==> src/rtl/addsub_pkg.sv <==
// Shared definitions for the pipelined adder/subtractor: op encoding, status
// flag record and the WIDTH/SEG legality check.
package addsub_pkg;

    localparam logic OP_ADD = 1'b0;
    localparam logic OP_SUB = 1'b1;

    typedef struct packed {
        logic carry;
        logic ovf;
        logic zero;
    } flags_t;

    function automatic bit params_ok(input int unsigned width, input int unsigned seg);
        return (seg != 0) && (width % seg == 0) && (width / seg >= 1) && (width / seg <= 16);
    endfunction

endpackage

==> src/rtl/addsub_stage.sv <==
// One SEG-bit slice of the carry chain: adds slice IDX of A and effective B plus
// the incoming carry, and registers the partial sum, carry, valid and operands.
module addsub_stage
    import addsub_pkg::*;
#(
    parameter int WIDTH = 16,
    parameter int SEG   = 4,
    parameter int IDX   = 0
) (
    input  logic             clk,
    input  logic             reset,
    input  logic             adv_i,
    input  logic             vld_i,
    input  logic             cin_i,
    input  logic [WIDTH-1:0] a_i,
    input  logic [WIDTH-1:0] b_i,
    input  logic [WIDTH-1:0] sum_i,
    output logic             vld_o,
    output logic             cout_o,
    output logic [WIDTH-1:0] a_o,
    output logic [WIDTH-1:0] b_o,
    output logic [WIDTH-1:0] sum_o
);

    localparam int LO = IDX * SEG;

    logic [SEG:0]     slice_d;
    logic [WIDTH-1:0] sum_d;
    logic             vld_q;
    logic             cout_q;
    logic [WIDTH-1:0] sum_q;
    logic [WIDTH-1:0] a_q;
    logic [WIDTH-1:0] b_q;

    always_comb begin
        sum_d   = sum_i;
        slice_d = {1'b0, a_i[LO +: SEG]} + {1'b0, b_i[LO +: SEG]} + {{SEG{1'b0}}, cin_i};
        sum_d[LO +: SEG] = slice_d[SEG-1:0];
    end

    // Result fields only load on a valid beat so the output holds its last result.
    always_ff @(posedge clk) begin
        if (reset) begin
            vld_q  <= 1'b0;
            cout_q <= 1'b0;
            sum_q  <= '0;
        end else if (adv_i) begin
            vld_q <= vld_i;
            if (vld_i) begin
                cout_q <= slice_d[SEG];
                sum_q  <= sum_d;
            end
        end
    end

    always_ff @(posedge clk) begin
        if (adv_i && vld_i) begin
            a_q <= a_i;
            b_q <= b_i;
        end
    end

    assign vld_o  = vld_q;
    assign cout_o = cout_q;
    assign sum_o  = sum_q;
    assign a_o    = a_q;
    assign b_o    = b_q;

endmodule

==> src/rtl/addsub_pipe.sv <==
// Pipelined two's-complement add/sub with valid/ready handshake and status flags;
// the carry chain is cut into WIDTH/SEG registered slices under a global stall.
module addsub_pipe
    import addsub_pkg::*;
#(
    parameter int WIDTH = 16,
    parameter int SEG   = 4
) (
    input  logic             clk,
    input  logic             reset,
    input  logic             in_valid,
    output logic             in_ready,
    input  logic [WIDTH-1:0] in_a,
    input  logic [WIDTH-1:0] in_b,
    input  logic             in_sub,
    input  logic             in_cin,
    output logic             out_valid,
    input  logic             out_ready,
    output logic [WIDTH-1:0] out_sum,
    output logic             out_carry,
    output logic             out_ovf,
    output logic             out_zero
);

    localparam int STAGES = WIDTH / SEG;

    if (!params_ok(WIDTH, SEG)) begin : g_param_err
        $error("addsub_pipe: WIDTH must be a multiple of SEG with 1..16 stages");
    end

    logic             advance;
    logic             sub_op;
    logic             vld_c [STAGES+1];
    logic             cy_c  [STAGES+1];
    logic [WIDTH-1:0] a_c   [STAGES+1];
    logic [WIDTH-1:0] b_c   [STAGES+1];
    logic [WIDTH-1:0] s_c   [STAGES+1];
    logic             c_into_msb;
    logic             unused_payload;
    flags_t           flags;

    assign advance  = !out_valid || out_ready;
    assign in_ready = advance;

    // Subtraction is A + ~B + 1; a borrow-in cancels the +1.
    assign sub_op   = (in_sub == OP_SUB);
    assign vld_c[0] = in_valid;
    assign cy_c[0]  = in_cin ^ sub_op;
    assign a_c[0]   = in_a;
    assign b_c[0]   = in_b ^ {WIDTH{sub_op}};
    assign s_c[0]   = '0;

    for (genvar k = 0; k < STAGES; k++) begin : g_stage
        addsub_stage #(
            .WIDTH (WIDTH),
            .SEG   (SEG),
            .IDX   (k)
        ) u_stage (
            .clk    (clk),
            .reset  (reset),
            .adv_i  (advance),
            .vld_i  (vld_c[k]),
            .cin_i  (cy_c[k]),
            .a_i    (a_c[k]),
            .b_i    (b_c[k]),
            .sum_i  (s_c[k]),
            .vld_o  (vld_c[k+1]),
            .cout_o (cy_c[k+1]),
            .a_o    (a_c[k+1]),
            .b_o    (b_c[k+1]),
            .sum_o  (s_c[k+1])
        );
    end

    // Carry into the MSB recovered from the final operands and sum bit.
    assign c_into_msb     = a_c[STAGES][WIDTH-1] ^ b_c[STAGES][WIDTH-1] ^ s_c[STAGES][WIDTH-1];
    assign unused_payload = ^{a_c[STAGES], b_c[STAGES]};

    assign flags.carry = cy_c[STAGES];
    assign flags.ovf   = vld_c[STAGES] && (c_into_msb ^ cy_c[STAGES]);
    assign flags.zero  = vld_c[STAGES] && (s_c[STAGES] == '0);

    assign out_valid = vld_c[STAGES];
    assign out_sum   = s_c[STAGES];
    assign out_carry = flags.carry;
    assign out_ovf   = flags.ovf;
    assign out_zero  = flags.zero;

endmodule

==> config.mk <==
export PLATFORM = sky130hd
export DESIGN_NAME = addsub_pipe
export DESIGN_NICKNAME = d
export VERILOG_FILES = /design/src/rtl/addsub_pkg.sv /design/src/rtl/addsub_stage.sv /design/src/rtl/addsub_pipe.sv
export SDC_FILE = /design/constraint.sdc
export NUM_CORES = 1
export LEC_CHECK = 0
export ABC_AREA = 0
export BUFFER_PORTS_ARGS = -buffer_cell sky130_fd_sc_hd__buf_2
export CORE_MARGIN = 2
export CORE_UTILIZATION = 50
export DETAILED_ROUTE_END_ITERATION = 10
export PLACE_DENSITY = 0.68
export SYNTH_ARGS = -nofsm -noshare
export SYNTH_HDL_FRONTEND = slang
export SYNTH_HIERARCHICAL = 1
export SYNTH_SLANG_ARGS = --single-unit
==> constraint.sdc <==
create_clock -name clk -period 2.3 [get_ports clk]
set_input_delay 0.23 -clock clk [delete_from_list [all_inputs] [get_ports clk]]
set_output_delay 0.23 -clock clk [all_outputs]
set_load 0.05 [all_outputs]
* After elaboration in Yosys (flattened, before gate mapping) *
Index checks and enable logic that the tools add are counted.

storage, ports and cells
  logic and storage cells = 46
  flip-flop bits (word level) = 176
  bits of input ports = 38
  output and inout port bits = 21

operators by class
  reduce and logical (&&, ||, !) cells = 13
  bitwise logic cells = 5
  add/sub/neg operators = 8

operator list
  cell                                    number
  4-bit by 4-bit adder with 5-bit output  4
  5-bit by 1-bit adder with 5-bit output  4
  16-bit zero test                        1
  16-bit XOR                              1
  2-bit AND reduction                     4
  1-bit logical AND                       6
  1-bit XOR                               4
  1-bit zero test                         1
  1-bit logical OR                        1

* Logic depth before layout (Yosys ltp) *
Gate-level depths: netlist of the first run.

  depth after elaboration = 4
  depth in mapped cells = 8
  gate-level depth less buffers = 7

* Modules after synthesis *
Netlist of the first run, hierarchy kept.

modules (own cells, without submodules)
  module                                 area an instance (um^2)  times used  cells an instance
  addsub_stage (g_stage[1].u_stage ...)  1732.9                   2           123
  addsub_stage (g_stage[0].u_stage)      1741.7                   1           123
  addsub_stage (g_stage[3].u_stage)      1736.7                   1           123
  addsub_pipe                            272.8                    1           31

* Least setup slack after synthesis of the first run *
Ideal clock, no wire load.

  kind = flip-flop to flip-flop
  start point = register g_stage[3].u_stage.vld_q
  end point = register g_stage[3].u_stage.sum_q[15]
  setup time = 0.121 ns
  arrival time = 2.059 ns
  clock period less this slack = 2.180 ns
  data required time = 2.179 ns
  stages on the path, launching flop included = 7
  buffers on the path = 1
  slack = 0.120 ns
  path through = dfxtp_1 -> nand2b_1 -> nand2_2 -> inv_4 -> buf_6 -> nand4_1 -> nand3_1

on the way
  word-level cells in the longest chain between the ends = 3

ends and longest elaborated chain
  element                        line                text
  from (decl)                    addsub_stage.sv:29  logic vld_q;
  from (signal assigned)         addsub_stage.sv:48  vld_q <= vld_i;
  1-bit zero test                addsub_pipe.sv:42   assign advance = !out_valid || out_ready;
  1-bit logical OR               addsub_pipe.sv:42
  via in_ready                   addsub_pipe.sv:12   output logic in_ready,
  2-bit AND reduction (no line)  n/a
  to (signal assigned)           addsub_stage.sv:51  sum_q <= sum_d;
  to (decl)                      addsub_stage.sv:31  logic [WIDTH-1:0] sum_q;

The timed path passes the listed nets, and every way through them passes these cells.
A chain may end at the register's enable or synchronous reset.

* Final worst setup path of the first run *
  start point = register g_stage[3].u_stage.vld_q
  end point = output out_zero

on the way
  word-level cells in the longest chain between the ends = 1

ends and longest elaborated chain
  element            line               text
  1-bit logical AND  addsub_pipe.sv:81  assign flags.zero = vld_c[STAGES] && (s_c[STAGES] == '0);
  to (decl)          addsub_pipe.sv:22  output logic out_zero

Every way passes these cells.

==> results of run 1 <==
## routing by layer
metal,routed length (µm),vias up,GRT usage,part of all wire
met1,2970,1152,0.207,0.49
met2,2710,48,0.243,0.45
met5,0,-,0,0
met3,265,7,0.0503,0.044
li1,-,1295,-,-
met4,83,0,0.0471,0.014
## final timing paths
check | cells past startpoint | end | from
setup reg to reg | 5 | g_stage[1].u_stage/cout_o | g_stage[3].u_stage/vld_o
setup / recovery | 4 | out_zero | g_stage[3].u_stage/vld_o
hold / removal | 1 | g_stage[0].u_stage/a_o[9] | in_a[9]
hold reg to reg | 0 | g_stage[1].u_stage/a_o[15] | g_stage[0].u_stage/a_o[15]
## registers in the layout, summed over array words and instances, names as in the netlist
register,cells
g_stage.u_stage/a_o,25
g_stage.u_stage/cout_o,4
g_stage.u_stage/b_o,25
g_stage.u_stage/vld_o,4
g_stage.u_stage/sum_o,40
## power groups by stage
stage | logic [mW] | clock network, mW | registers, mW
after floorplan | 0.220 | 0 | 2.00
after global placement | 0.293 | 0 | 2.00
after detailed placement | 0.298 | 0 | 2.00
after CTS | 0.301 | 1.21 | 1.96
after global routing | 0.340 | 1.30 | 1.97
final | 0.296 | 1.18 | 1.96
## worst reg2reg max path, cell delays in order (launching register included)
cell and delay (ns):
dfxtp_1 0.35, nand2b_1 0.34, nand2_2 0.27, inv_4 0.30, nor2_1 0.08, a211oi_1 0.22
## layout make-up
cell class | instances | area (µm²)
fillers | 671 | 3190
well taps | 102 | 128
repair buffers | 63 | 328
clock buffers | 10 | 128
flip-flops and latches | 98 | 2460
multi-input cells | 216 | 1410
clock inverters | 6 | 90.1
inverters | 16 | 70.1
## per-stage QoR
step / area [µm²] / cells
6_report: 4620 / 511
5_1_grt: 4620 / 511
4_1_cts: 4620 / 511
3_5_place_dp: 4400 / 495
3_3_place_gp: 4400 / 495
2_1_floorplan: 4090 / 348
## placed cells by master (no fill, tap or decap), types with 5 or more instances in the layout
cell,n
nand2_1,64
buf_2,58
edfxtp_1,50
dfxtp_1,48
a21oi_1,39
xor2_1,18
nor2_1,13
inv_1,12
ha_1,12
clkbuf_8,9
nand3_1,8
nor2b_1,8
a211oi_1,8
fa_1,8
xnor2_1,6
nand2b_1,5
nand4_1,5
buf_4,5
==> impl_metrics.tcl, run 1 <==
set metrics [dict create \
    grt_use_total 0.155 \
    die-area_um2 8920 \
    start_util 0.524 \
    drv_cap 0 \
    dp_hpwl_um 4390 \
    hold_ws_ns 0.0533 \
    postLayoutSetupSlackWorst_ns 0.487 \
    wirelength_um 6040 \
    grt_pass1_vias 2398 \
    final_core_util 0.591 \
    antenna_cells 0 \
    cts_resized 0 \
    power.total_mw 3.43 \
    drive_above_1_share 0.220 \
    num_vias 2502 \
    cellLeakagePower_nw 1.79 \
    drt_iter0_markers 101 \
    grt_max_degree 39 \
    min_period_over_period 0.788 \
    syn_area_per_cell_um2 11.8 \
    ir_drop_v 0.000455 \
    io_pins 59 \
    antenna_found_initial 0 \
    rrSetupSlack_ns 0.64 \
    yosys_warnings 6 \
    synth_area_um2 4090 \
    cts.clk_slew.worst_paths_ns 0.09 \
    power_frac_seq 0.570 \
    post-cts-setup-buffer-count 0 \
    clock_path_buffers 2 \
    gp_congestion 0.773 \
    pre_cts_ws_ns 0.525 \
    cp_slowest_stage_delay_ns 0.40 \
    die_x_um 94.4 \
    rsz0062_at_grt "no" \
    coreArea_um2 7810 \
    numPortBuffers 58 \
    cts_root_buffer "clkbuf_8" \
    cts_hold_buffers 0 \
    drtAntennaViolNets 0 \
    critical_path_required_ns 2.07 \
    skew_ns 0.00862 \
    final_net_count 462 \
    finalMaxSlewViolations 0 \
    crit_family "simple AND/OR/NAND/NOR gates" \
    clock_sinks 98 \
    hold_class "input pin to flop" \
    setup_violations 0 \
    fmax_ghz 0.552 \
    firstDrtPassIters 4 \
    die_h_um 94.4 \
    cp-start-kind "flop" \
    switchingPower_mw 0.769 \
    p_comb_frac 0.086 \
    tightest_slew_ns 0.653 \
    slew_headroom 0.565 \
    postSynthCellCount 348 \
    drcViolationCount 0 \
    syn_to_final_growth_pct 12.8 \
    gr-total-overflow 0 \
    p_int_mw 2.66 \
    post_drt_wl_per_cell_um 11.8 \
    swShare 0.224 \
    min_period_ns 1.81 \
    power_density_nw_per_um2 744 \
    htreeDepth 3 \
    path_max_fanout 5 \
    row_count 32 \
    p_clk_frac 0.344 \
    finalHoldViolations 0 \
    syn-num-nets 406 \
    numCtsBuffers 9 \
    grt_pass1_wl_um 10800 \
    worstPathArrival_ns 1.58 \
    slowest_stage "dfxtp_1" \
    cp.buffers_inverters 1 \
    worstSetupPathType "flop to primary output" \
    outcome "complete, no violations" \
    endpoint_kind "primary output" \
    cts_tree "yes" \
    insertion_delay_ns 0.35 \
    cp_cell_sequence "nor4b_2 > nand4_1 > nor4_2 > buf_2" \
    setup_tns_ns 0 \
    vias_per_cell 4.90 \
]
Power figures use the tool's default switching activity.
==> run 2: changes to the inputs <==
Clock period 2.3 ns to 1.7 ns, I/O delays scaled along.
==> run 2 against run 1 <==
Compared with the run above: the run now ends with negative setup slack left; combinational power increased by 48%; clock power increased by 13%; sequential power increased by 35%; worst setup slack got worse by 0.49 ns; largest power group unchanged; highest routed layer unchanged.
==> impl_metrics.tcl, run 2 (synthesized netlist as in run 1, its figures left out) <==
set metrics [dict create \
    slew_headroom 0.629 \
    drv_cap 0 \
    finalHoldViolations 0 \
    cp-start-kind "flop" \
    post_dp_cell_area_um2 4450 \
    layout_common_cells "64 x nand2_1, 56 x buf_2, 50 x edfxtp_1" \
    min_period_ns 1.70 \
    numCtsBuffers 9 \
    crit_family "simple AND/OR/NAND/NOR gates" \
    setup_violations 1 \
    power.total_mw 4.42 \
    grt_pass1_vias 2390 \
    fin_area_um2 4770 \
    power_density_nw_per_um2 925 \
    die-area_um2 8920 \
    worst-path-stages 4 \
    grt_max_degree 31 \
    cp.buffers_inverters 1 \
    antenna_cells 0 \
    final_net_count 477 \
    crit_end "out_zero" \
    cts_root_buffer "clkbuf_8" \
    firstDrtPassIters 4 \
    drive_above_1_share 0.243 \
    fill_cells 674 \
    cts_tree "yes" \
    critical_path_required_ns 1.53 \
    drtAntennaViolNets 0 \
    worstSetupPathType "flop to primary output" \
    gr-total-overflow 0 \
    min_period_over_period 1.00 \
    clock_sinks 98 \
    hold_ws_ns 0.104 \
    wirelength_um 6310 \
    vias_per_cell 4.78 \
    numPortBuffers 58 \
    drcViolationCount 0 \
    largest_reg_flops 40 \
    gp_congestion 0.771 \
    reg2reg_depth 4 \
    drt_iter0_markers 131 \
    start_util 0.524 \
    syn_to_final_growth_pct 16.7 \
    htreeDepth 3 \
    tightest_slew_ns 0.557 \
    endpoint_kind "primary output" \
    row_count 32 \
    violations "negative setup slack" \
    rsz0062_at_grt "yes" \
    cp_cell_sequence "nor4b_4 > nand4_1 > nor4_4 > buf_6" \
    io_pins 59 \
    cellLeakagePower_nw 1.84 \
    grt_use_total 0.160 \
    clock_path_buffers 2 \
    postLayoutSetupSlackWorst_ns -0.00145 \
    fmax_ghz 0.588 \
    coreArea_um2 7810 \
    hold_class "input pin to flop" \
    grt_pass1_wl_um 10900 \
    crit_start "g_stage[3].u_stage/sum_o[1]" \
    die_x_um 94.4 \
    cts.clk_slew.worst_paths_ns 0.09 \
    cp_slowest_stage_delay_ns 0.34 \
    layout_commonest_cell "nand2_1" \
    insertion_delay_ns 0.36 \
    post_drt_wl_per_cell_um 12.0 \
    worstPathArrival_ns 1.53 \
    ir_drop_v 0.000542 \
    num_vias 2516 \
    rr_startpoint "g_stage[0].u_stage/a_o[4]" \
    rrSetupSlack_ns 0.09 \
    die_h_um 94.4 \
    outcome "finished, violations left" \
    antenna_found_initial 0 \
    slowest_stage "dfxtp_2" \
    regToRegEndpoint "g_stage[1].u_stage/sum_o[5]" \
    path_max_fanout 2 \
    skew_ns 0.00924 \
    finalMaxSlewViolations 0 \
    dp_hpwl_um 4450 \
]
-- run 2: how the worst min path moves through the flow --
stage | from | endpoint | slack, ns | depth (start not counted)
detailed placement | in_a[7] | g_stage[0].u_stage/a_o[7] | 0.35 | 1
floorplan | in_a[10] | g_stage[0].u_stage/a_o[10] | 0.27 | 0
global route | in_b[12] | g_stage[0].u_stage/b_o[12] | 0.09 | 2
CTS | in_b[12] | g_stage[0].u_stage/b_o[12] | 0.09 | 2
global placement | in_a[8] | g_stage[0].u_stage/a_o[8] | 0.35 | 1
finish | in_b[14] | g_stage[0].u_stage/b_o[14] | 0.10 | 2
-- run 2: timing repair --
| action | in CTS | in global routing |
|---|---|---|
| setup buffers | 1 | 0 |
| resized for setup | 4 | 3 |
| endpoints found under the hold margin | 12 | 0 |
| pin swaps | 2 | 1 |
| setup endpoints to repair | 2 | 5 |
| hold buffers | 12 | 0 |
-- run 2: report_power, final --
| group | total [mW] | switching, mW | internal, mW |
|---|---|---|---|
| combinational | 0.437 | 0.243 | 0.194 |
| sequential | 2.65 | 0.0470 | 2.60 |
| clock | 1.33 | 0.754 | 0.574 |
| total | 4.42 | 1.04 | 3.37 |
-- run 2: final cells by class --
| type | instances | area, µm² | share of cell area |
|---|---|---|---|
| sequential | 98 | 2470 | 0.518 |
| multi-input combinational | 216 | 1440 | 0.302 |
| timing repair buffer | 78 | 492 | 0.103 |
| clock buffer | 12 | 145 | 0.0304 |
| tap | 102 | 128 | 0.0267 |
| inverter | 16 | 70.1 | 0.0147 |
| clock inverter | 4 | 28.8 | 0.00603 |
-- run 2: worst register-to-register path, cell delays in order (launching register included) --
cell and delay (ns):
edfxtp_1 0.41, fa_1 0.45, inv_1 0.08, fa_1 0.40, a211oi_1 0.19
-- run 2: layer usage --
metal / share of wire / vias to the layer above / global-route usage
met5: 0 / - / 0
met4: 0.014 / 0 / 0.0580
met3: 0.046 / 6 / 0.0503
met2: 0.45 / 53 / 0.245
met1: 0.49 / 1126 / 0.217
li1: - / 1331 / -
-- run 2: through the flow --
stage                     setup slack (ns)  setup TNS (ns)  utilization  cells
after detailed placement            0.0577               0        0.569    497
after CTS                          -0.0309         -0.0309        0.610    526
after global routing                -0.122          -0.122        0.612    526
final                             -0.00145        -0.00145        0.612    526
after global placement              0.0733               0        0.569    497
after floorplan                    0.00532               0            -    348
